[config.mk]
export PLATFORM = sky130hd
export DESIGN_NAME = prog_loader
export DESIGN_NICKNAME = d
export VERILOG_FILES = /design/src/rtl/loader_pkg.sv /design/src/rtl/byte_packer.sv /design/src/rtl/prog_loader.sv
export SDC_FILE = /design/constraint.sdc
export NUM_CORES = 1
export LEC_CHECK = 0
export CAP_MARGIN = 20
export CORE_MARGIN = 2
export CORE_UTILIZATION = 35
export DETAILED_ROUTE_END_ITERATION = 10
export PLACE_DENSITY_LB_ADDON = 0.3
export SYNTH_ARGS = -nofsm -noshare
export SYNTH_HDL_FRONTEND = slang
export SYNTH_SLANG_ARGS = --single-unit
[constraint.sdc]
create_clock -name clk -period 3 [get_ports clk]
set_input_delay 0.45 -clock clk [delete_from_list [all_inputs] [get_ports clk]]
set_output_delay 0.45 -clock clk [all_outputs]
set_load 0.02 [all_outputs]
[src/rtl/loader_pkg.sv]
// Shared types and constants for the boot-time program loader.
// Pure definitions: no latency, no flow control.
package loader_pkg;

    typedef enum logic [2:0] {
        HDR_LO,
        HDR_HI,
        DATA,
        CHECK,
        RUN,
        ERR
    } state_t;

    localparam int         HDR_BYTES      = 2;
    localparam int         BYTES_PER_WORD = 4;
    localparam int         N_W            = HDR_BYTES * 8;
    localparam logic [7:0] CHK_INIT       = 8'h00;

    // The loader takes stream bytes in every state that still expects frame data.
    function automatic logic accepts_bytes(input state_t s);
        return (s == HDR_LO) || (s == HDR_HI) || (s == DATA) || (s == CHECK);
    endfunction

endpackage

[src/rtl/byte_packer.sv]
// Assembles little-endian words from a byte stream; word_valid fires with the 4th byte.
// Zero latency on the word output; never stalls, every offered byte is taken.
module byte_packer
    import loader_pkg::*;
(
    input  logic        clk,
    input  logic        reset,
    input  logic        i_byte_vld,
    input  logic [7:0]  i_byte_dat,
    output logic        o_word_vld,
    output logic [31:0] o_word_dat
);

    localparam int LANE_W  = $clog2(BYTES_PER_WORD);
    localparam int SHIFT_W = (BYTES_PER_WORD - 1) * 8;

    logic [LANE_W-1:0]  r_lane;
    // Holds the three earlier bytes of the current word; the newest byte sits on top.
    logic [SHIFT_W-1:0] r_shift;

    always_ff @(posedge clk) begin
        if (reset) begin
            r_lane  <= '0;
            r_shift <= '0;
        end else if (i_byte_vld) begin
            r_lane  <= r_lane + 1'b1;
            r_shift <= {i_byte_dat, r_shift[SHIFT_W-1:8]};
        end
    end

    assign o_word_vld = i_byte_vld && (r_lane == LANE_W'(BYTES_PER_WORD - 1));
    assign o_word_dat = {i_byte_dat, r_shift};

endmodule

[src/rtl/prog_loader.sv]
// Loads a checksummed image into instruction memory, holding the CPU in reset until it verifies.
// im_we/done/error are registered one cycle after the causing byte; rx_ready depends on state only.
module prog_loader
    import loader_pkg::*;
#(
    parameter int DEPTH_WORDS = 64
) (
    input  logic        clk,
    input  logic        reset,
    input  logic        rx_valid,
    input  logic [7:0]  rx_data,
    output logic        rx_ready,
    output logic        im_we,
    output logic [31:0] im_addr,
    output logic [31:0] im_wdata,
    output logic        cpu_reset,
    output logic        done,
    output logic        error
);

    state_t         r_state;
    logic [N_W-1:0] r_n;
    logic [N_W-1:0] r_widx;
    logic [7:0]     r_xor;
    logic           r_we;
    logic [31:0]    r_addr;
    logic [31:0]    r_wdata;
    logic           r_cpu_reset;
    logic           r_done;
    logic           r_error;

    logic           w_xfer;
    logic           w_data_byte;
    logic           w_word_vld;
    logic [31:0]    w_word;
    logic [N_W-1:0] w_n_full;
    logic           w_last_word;

    assign rx_ready    = accepts_bytes(r_state);
    assign w_xfer      = rx_valid && rx_ready;
    assign w_data_byte = w_xfer && (r_state == DATA);
    assign w_n_full    = {rx_data, r_n[7:0]};
    assign w_last_word = (r_widx == (r_n - N_W'(1)));

    byte_packer u_packer (
        .clk        (clk),
        .reset      (reset),
        .i_byte_vld (w_data_byte),
        .i_byte_dat (rx_data),
        .o_word_vld (w_word_vld),
        .o_word_dat (w_word)
    );

    always_ff @(posedge clk) begin
        if (reset) begin
            r_state     <= HDR_LO;
            r_n         <= '0;
            r_widx      <= '0;
            r_xor       <= CHK_INIT;
            r_we        <= 1'b0;
            r_addr      <= '0;
            r_wdata     <= '0;
            r_cpu_reset <= 1'b1;
            r_done      <= 1'b0;
            r_error     <= 1'b0;
        end else begin
            r_we <= 1'b0;

            if (w_data_byte) begin
                r_xor <= r_xor ^ rx_data;
            end

            // Address and data are only touched on a write so they hold between strobes.
            if (w_word_vld) begin
                r_we    <= 1'b1;
                r_addr  <= {{(30 - N_W){1'b0}}, r_widx, 2'b00};
                r_wdata <= w_word;
                r_widx  <= r_widx + 1'b1;
            end

            case (r_state)
                HDR_LO: begin
                    if (w_xfer) begin
                        r_n[7:0] <= rx_data;
                        r_state  <= HDR_HI;
                    end
                end
                HDR_HI: begin
                    if (w_xfer) begin
                        r_n <= w_n_full;
                        if (32'(w_n_full) > 32'(DEPTH_WORDS)) begin
                            r_state <= ERR;
                            r_error <= 1'b1;
                        end else if (w_n_full == '0) begin
                            r_state <= CHECK;
                        end else begin
                            r_state <= DATA;
                        end
                    end
                end
                DATA: begin
                    if (w_word_vld && w_last_word) begin
                        r_state <= CHECK;
                    end
                end
                CHECK: begin
                    if (w_xfer) begin
                        if (rx_data == r_xor) begin
                            r_state     <= RUN;
                            r_cpu_reset <= 1'b0;
                            r_done      <= 1'b1;
                        end else begin
                            r_state <= ERR;
                            r_error <= 1'b1;
                        end
                    end
                end
                default: begin
                end
            endcase
        end
    end

    assign im_we     = r_we;
    assign im_addr   = r_addr;
    assign im_wdata  = r_wdata;
    assign cpu_reset = r_cpu_reset;
    assign done      = r_done;
    assign error     = r_error;

endmodule
# Word level (Yosys, flattened, before mapping)
# Cells that the tools add are included.
# W data, S select, Z words.
op_classes:
  add_sub_neg: 3
  magnitude_cmp: 1
  eq_ne: 12
  mux: 16
  n_bitwise: 2
  n_reduce_logical: 16
ops:
  columns: ["operator", "n"]
  rows:
  - ["$add A16 B1 Y16 const B", 1]
  - ["$eq A16 B16 Y1", 1]
  - ["$gt A16 B7 Y1 const B", 1]
  - ["$logic_not A16 Y1", 1]
  - ["$pmux W8 S2", 1]
  - ["$sub A16 B1 Y16 const B", 1]
  - ["$mux W3", 5]
  - ["$pmux W3 S4", 1]
  - ["$reduce_and A5 Y1", 2]
  - ["$eq A8 B8 Y1", 1]
  - ["$mux W8", 1]
  - ["$ne A2 B2 Y1 const B", 4]
  - ["$xor A8 B8 Y8", 1]
  - ["$mux W1", 7]
  - ["$eq A3 B2 Y1 const B", 2]
  - ["$reduce_and A3 Y1", 2]
  - ["$logic_and A1 B1 Y1", 4]
  - ["$ne A2 B1 Y1 const B", 2]
  - ["$reduce_bool A4 Y1", 1]
  - ["$eq A3 B1 Y1 const B", 1]
  - ["$logic_not A3 Y1", 1]
  - ["$logic_or A1 B1 Y1", 3]
  - ["$add A2 B1 Y2 const B", 1]
  - ["$eq A2 B2 Y1 const B", 1]
  - ["4 further kinds", 4]
totals:
  ff_bits: 121
  inputBits: 11
  output_inout_bits: 69

# Longest topological paths before layout
depth:
  word_depth: 10
  depth_mapped: 10

# Hierarchy
# From an unflattened synthesis, not the netlist that was laid out.
unflattened:
  hier_cells: 583
  area_unflattened_um2: 5343.9
modules_own_cells:
  columns: ["mod", "instances", "cells_each", "area_per_inst_um2"]
  rows:
  - ["prog_loader", 1, 489, 4320.4]
  - ["byte_packer", 1, 94, 1023.5]

# Worst setup path after synthesis
# No wires, ideal clock.
synth_path:
  kind: "flip-flop to flip-flop"
  start: "register r_n[2]"
  end: "register r_state[1]"
  setup_ps: 115
  t_arrival_ps: 2239
  t_required_ps: 2885
  path_slack_ps: 646
  path_stages_with_launch: 9
  path_buffers: 1
  cell_sequence: "dfxtp_1 buf_4 nor3_4 nand4b_2 or4_1 a2111o_1 nor4_4 a21oi_2 o21a_1"
synth_via:
  elab_chain_cells: 5
  elab_cells_between_ends: 9
  classes_between: "1 x add/sub; 1 x order compare; 2 x eq/ne; 3 x mux; 2 x reduce/logical"
synth_lines:
  columns: ["element", "line", "rtl"]
  rows:
  - ["start, declared", "prog_loader.sv:22", "logic [N_W-1:0] r_n;"]
  - ["start signal, assigned", "prog_loader.sv:84", "r_n[7:0] <= rx_data;"]
  - ["start signal, assigned", "prog_loader.sv:90", "r_n <= w_n_full;"]
  - ["$sub A16 B1 Y16", "prog_loader.sv:43", "assign w_last_word = (r_widx == (r_n - N_W'(1)));"]
  - ["$eq A16 B16 Y1", "prog_loader.sv:43", null]
  - ["$logic_and A1 B1 Y1", "prog_loader.sv:102", "if (w_word_vld && w_last_word) begin"]
  - ["$ne A2 B1 Y1 (no line)", null, null]
  - ["$reduce_and A5 Y1 (no line)", null, null]
  - ["end signal, assigned", "prog_loader.sv:103", "r_state <= CHECK;"]
  - ["end signal, assigned", "prog_loader.sv:109", "r_state <= RUN;"]
  - ["end signal, assigned", "prog_loader.sv:113", "r_state <= ERR;"]
  - ["end, declared", "prog_loader.sv:21", "state_t r_state;"]
# Several ways; a longest one is shown, not always the timed one. The select of a mux whose other input is x is not followed.
# A chain may end at the register's enable or synchronous reset.

# Worst setup path after layout
layout_path:
  start: "register r_n[0]"
  end: "register r_state[1]"
# The elaborated chain is that of the path after synthesis.

==> reports/qor.csv <==
stage;metric;value;unit
run_status;status;finished, final reports clean;
hold_path;Hold Path Depth;2;
synthesis;distinct cell type count after synthesis;54;
cells_and_area;final instance area;0.00659;sq mm
route;routed len/inst;13.5;microns
cts;CTS tree;done;
grt;first-pass GRT wire length;20.5;mm
synthesis;Post-synth ARST share;0;%
timing;Final setup viols;0;
die;core area;0.0145;sq mm
power_and_ir_drop;combinational power share;6.6;%
cells_and_area;Final Instance Count excl. Fillers;903;
setup_path;CP startpoint kind;flop;
route;Via Count;4479;
die;die height;126;microns
timing;Period minus WS final;2.53;ns
timing;fmax;0.395;GHz
setup_path;Setup crit end kind;flop;
grt;met2 usage;24.8;%
hold_path;hold crit path type;reg -> reg;
cells_and_area;commonest non-fill, non-tap cells in the layout;nand2_1 (192), dfxtp_1 (121), a21oi_1 (100);
timing;fin. max-slew vios;0;
setup_path;WP data arrival;2.85;ns
route;ANT nets after route;0;
cells_and_area;Final Util;45.3;%
flow_run;maxcap violations;0;
synthesis;Mean Syn Cell Area;7.98;sq um
timing;Slew @ Worst Pin;0.798;ns
setup_path;kind of critical path;reg -> reg;
timing;RSZ-0062 raised after global routing;false;
cells_and_area;ant diodes;0;
grt;GRT Total Usage;16.0;%
power_and_ir_drop;PwrDens;615;mW/mm^2
synthesis;EDFF count, synth;0;
grt;antenna violations before repair;0;
grt;vias in the first global route;4187;
timing;Slew HR;46.8;%
synthesis;Mapped Cells;651;
die;die area;0.0158;sq mm
die;die width;126;microns
timing;clk_skew;0.00868;ns
die;# rows;44;
route;DR iter-0 viols;262;
timing;Final Hold Viols;0;
grt;met1 usage;21.0;%
power_and_ir_drop;switch share;23.4;%
cells_and_area;layout cells sized above 1;8.21;%
grt;met3 Track Usage GR;4.63;%
cts;CTS buffer count;17;
placed_design;IO Port Bufs;63;
timing;Final period util;84.5;%
power_and_ir_drop;clock share of power;52.6;%
cts;Post-CTS Setup Bufs;0;
cells_and_area;most common cell after layout, fill and taps aside;nand2_1;
synthesis;cell area after synthesis;0.00519;sq mm
power_and_ir_drop;Int Power;3.10;mW
cells_and_area;fill cell count;1454;
cells_and_area;multi-input logic area;0.00255;sq mm
setup_path;R2R cell count;7;
grt;largest net degree at the start of global routing;79;
cts;post_cts resized;0;
route;final WL;12.2;mm
grt;global route hottest layer;met2;
cts;H-Tree Depth;4;
synthesis;warnings from Yosys;0;
placed_design;gpl congestion;0.835;
synthesis;#FFs+latches synth;121;
cts;hold_buf cts;0;
cells_and_area;synth-to-layout area growth;26.9;%
grt;total gr overflow;0;
cts;CTS Root Buffer Type;clkbuf_16;
route;drt pass-1 iters;5;
cts;CTS sink count;121;
power_and_ir_drop;VDD IR-drop max;349;uV
placed_design;Post-DP HPWL;8.55;mm
route;DRC;0;
cts;clock transition at the registers of the reported paths;0.05;ns
cells_and_area;# nets final;721;
power_and_ir_drop;Seq pwr share;40.8;%
cts;insertion delay to the later sink of the worst-skew pair;0.42;ns
power_and_ir_drop;Pleak;2.31;nW
placed_design;cell count after placement;871;
timing;setup TNS;0;ns
route;Vias/cell;4.96;
placed_design;placement-stage cell area;0.00596;sq mm
synthesis;register area share after synthesis;46.6;%
cells_and_area;Sequential Area;0.00242;sq mm
setup_path;required time worst endpoint;3.31;ns
die;Top Ports;80;
die;initial core utilization;35.7;%
cts;Longest Clk Path Bufs;2;
power_and_ir_drop;sw power;0.950;mW
synthesis;Top FF cell, synth;dfxtp_1;
setup_path;crit path max fanout;8;
==> path summary, 6_finish.rpt <==
| path | from | end | slack (ns) |
|---|---|---|---|
| worst max-delay path | r_n[0] | r_state[1] | 0.47 |
| worst min-delay path | im_wdata[4] | im_wdata[4] | 0.45 |
| worst max register to register | r_n[0] | r_state[1] | 0.47 |
| worst min register to register | im_wdata[4] | im_wdata[4] | 0.45 |
==> flip-flops by register name (all words and copies together) (netlist names), 2 cells and up <==
| signal | flops |
|---|---|
| im_addr | 16 |
| r_widx | 16 |
| u_packer.r_shift | 24 |
| r_n | 16 |
| r_xor | 8 |
| im_wdata | 32 |
| u_packer.r_lane | 2 |
| r_state | 3 |
==> kinds of logic (layout without fill, tap and decap cells) <==
logic type               after synthesis  after routing  share of synthesized area (%)
AND/OR/NAND/NOR                      289            289                           25.0
AO/OA/AOI/OAI                        127            127                           13.3
flip-flops                           121            121                           46.6
buffers and inverters                 59            112                           5.56
XOR/XNOR                              49             49                           8.26
adder cells (fa/ha/maj)                4              4                          0.964
other                                  1             16                         0.0722
multiplexers                           1              1                          0.193
==> Yosys cell counts (3+ instances only) <==
cell type / instances / area, sq um
o21ai_0: 5 / 25.0
nor3_1: 4 / 20.0
nand2_1: 192 / 721
clkbuf_1: 33 / 124
nand2b_1: 3 / 18.8
nor4_1: 3 / 18.8
buf_2: 3 / 15.0
a21oi_1: 100 / 500
o21ai_1: 3 / 15.0
dfxtp_1: 121 / 2420
nand4_1: 7 / 43.8
inv_1: 3 / 11.3
nor2_1: 34 / 128
nor3b_1: 4 / 30.0
nand3_1: 10 / 50.1
and3_1: 5 / 31.3
or3_1: 4 / 25.0
ha_1: 4 / 50.1
xnor2_1: 18 / 158
a21o_1: 3 / 22.5
buf_4: 17 / 128
xor2_1: 31 / 272
nor2b_1: 6 / 37.5
==> worst max-delay path, stage by stage, from the launching register on <==
cell and delay [ns]:
dfxtp_1 0.35, nor3_4 0.39, nand4b_2 0.20, or4_1 0.43
a2111o_1 0.46, nor4_4 0.30, a21oi_2 0.11, o21a_1 0.18
==> layout make-up <==
| type | instances | share of cell area [%] |
|---|---|---|
| multi-input cells | 486 | 38.8 |
| flip-flops and latches | 121 | 36.8 |
| repair buffers | 76 | 11.2 |
| clock buffers | 20 | 7.08 |
| well taps | 184 | 3.49 |
| clock inverters | 12 | 2.47 |
| inverters | 4 | 0.228 |
==> routing by layer <==
layer  share of wire (%)  vias to the layer above  routed length [microns]
met4                 1.3                        0                      162
met1                  47                     2122                     5790
li1                    -                     2239                        -
met3                 4.7                       15                      575
met2                  47                      103                     5700
met5                   0                        -                        0
==> power groups by stage <==
stage          sequential, mW  combinational (mW)  clock (mW)
2_1_floorplan            1.67               0.214           0
3_3_place_gp             1.69               0.260           0
3_5_place_dp             1.69               0.266           0
4_1_cts                  1.65               0.267        2.17
5_1_grt                  1.65               0.293        2.26
6_report                 1.65               0.268        2.13
==> per-stage QoR <==
stage	hold slack [ns]	setup slack [ns]	total power [mW]
global route	0.475	0.309	4.21
floorplan	0.432	0.646	1.89
finish	0.452	0.465	4.05
detailed placement	0.447	0.299	1.95
CTS	0.455	0.445	4.09
global placement	0.442	0.346	1.95
(Power assumes the default switching activity.)
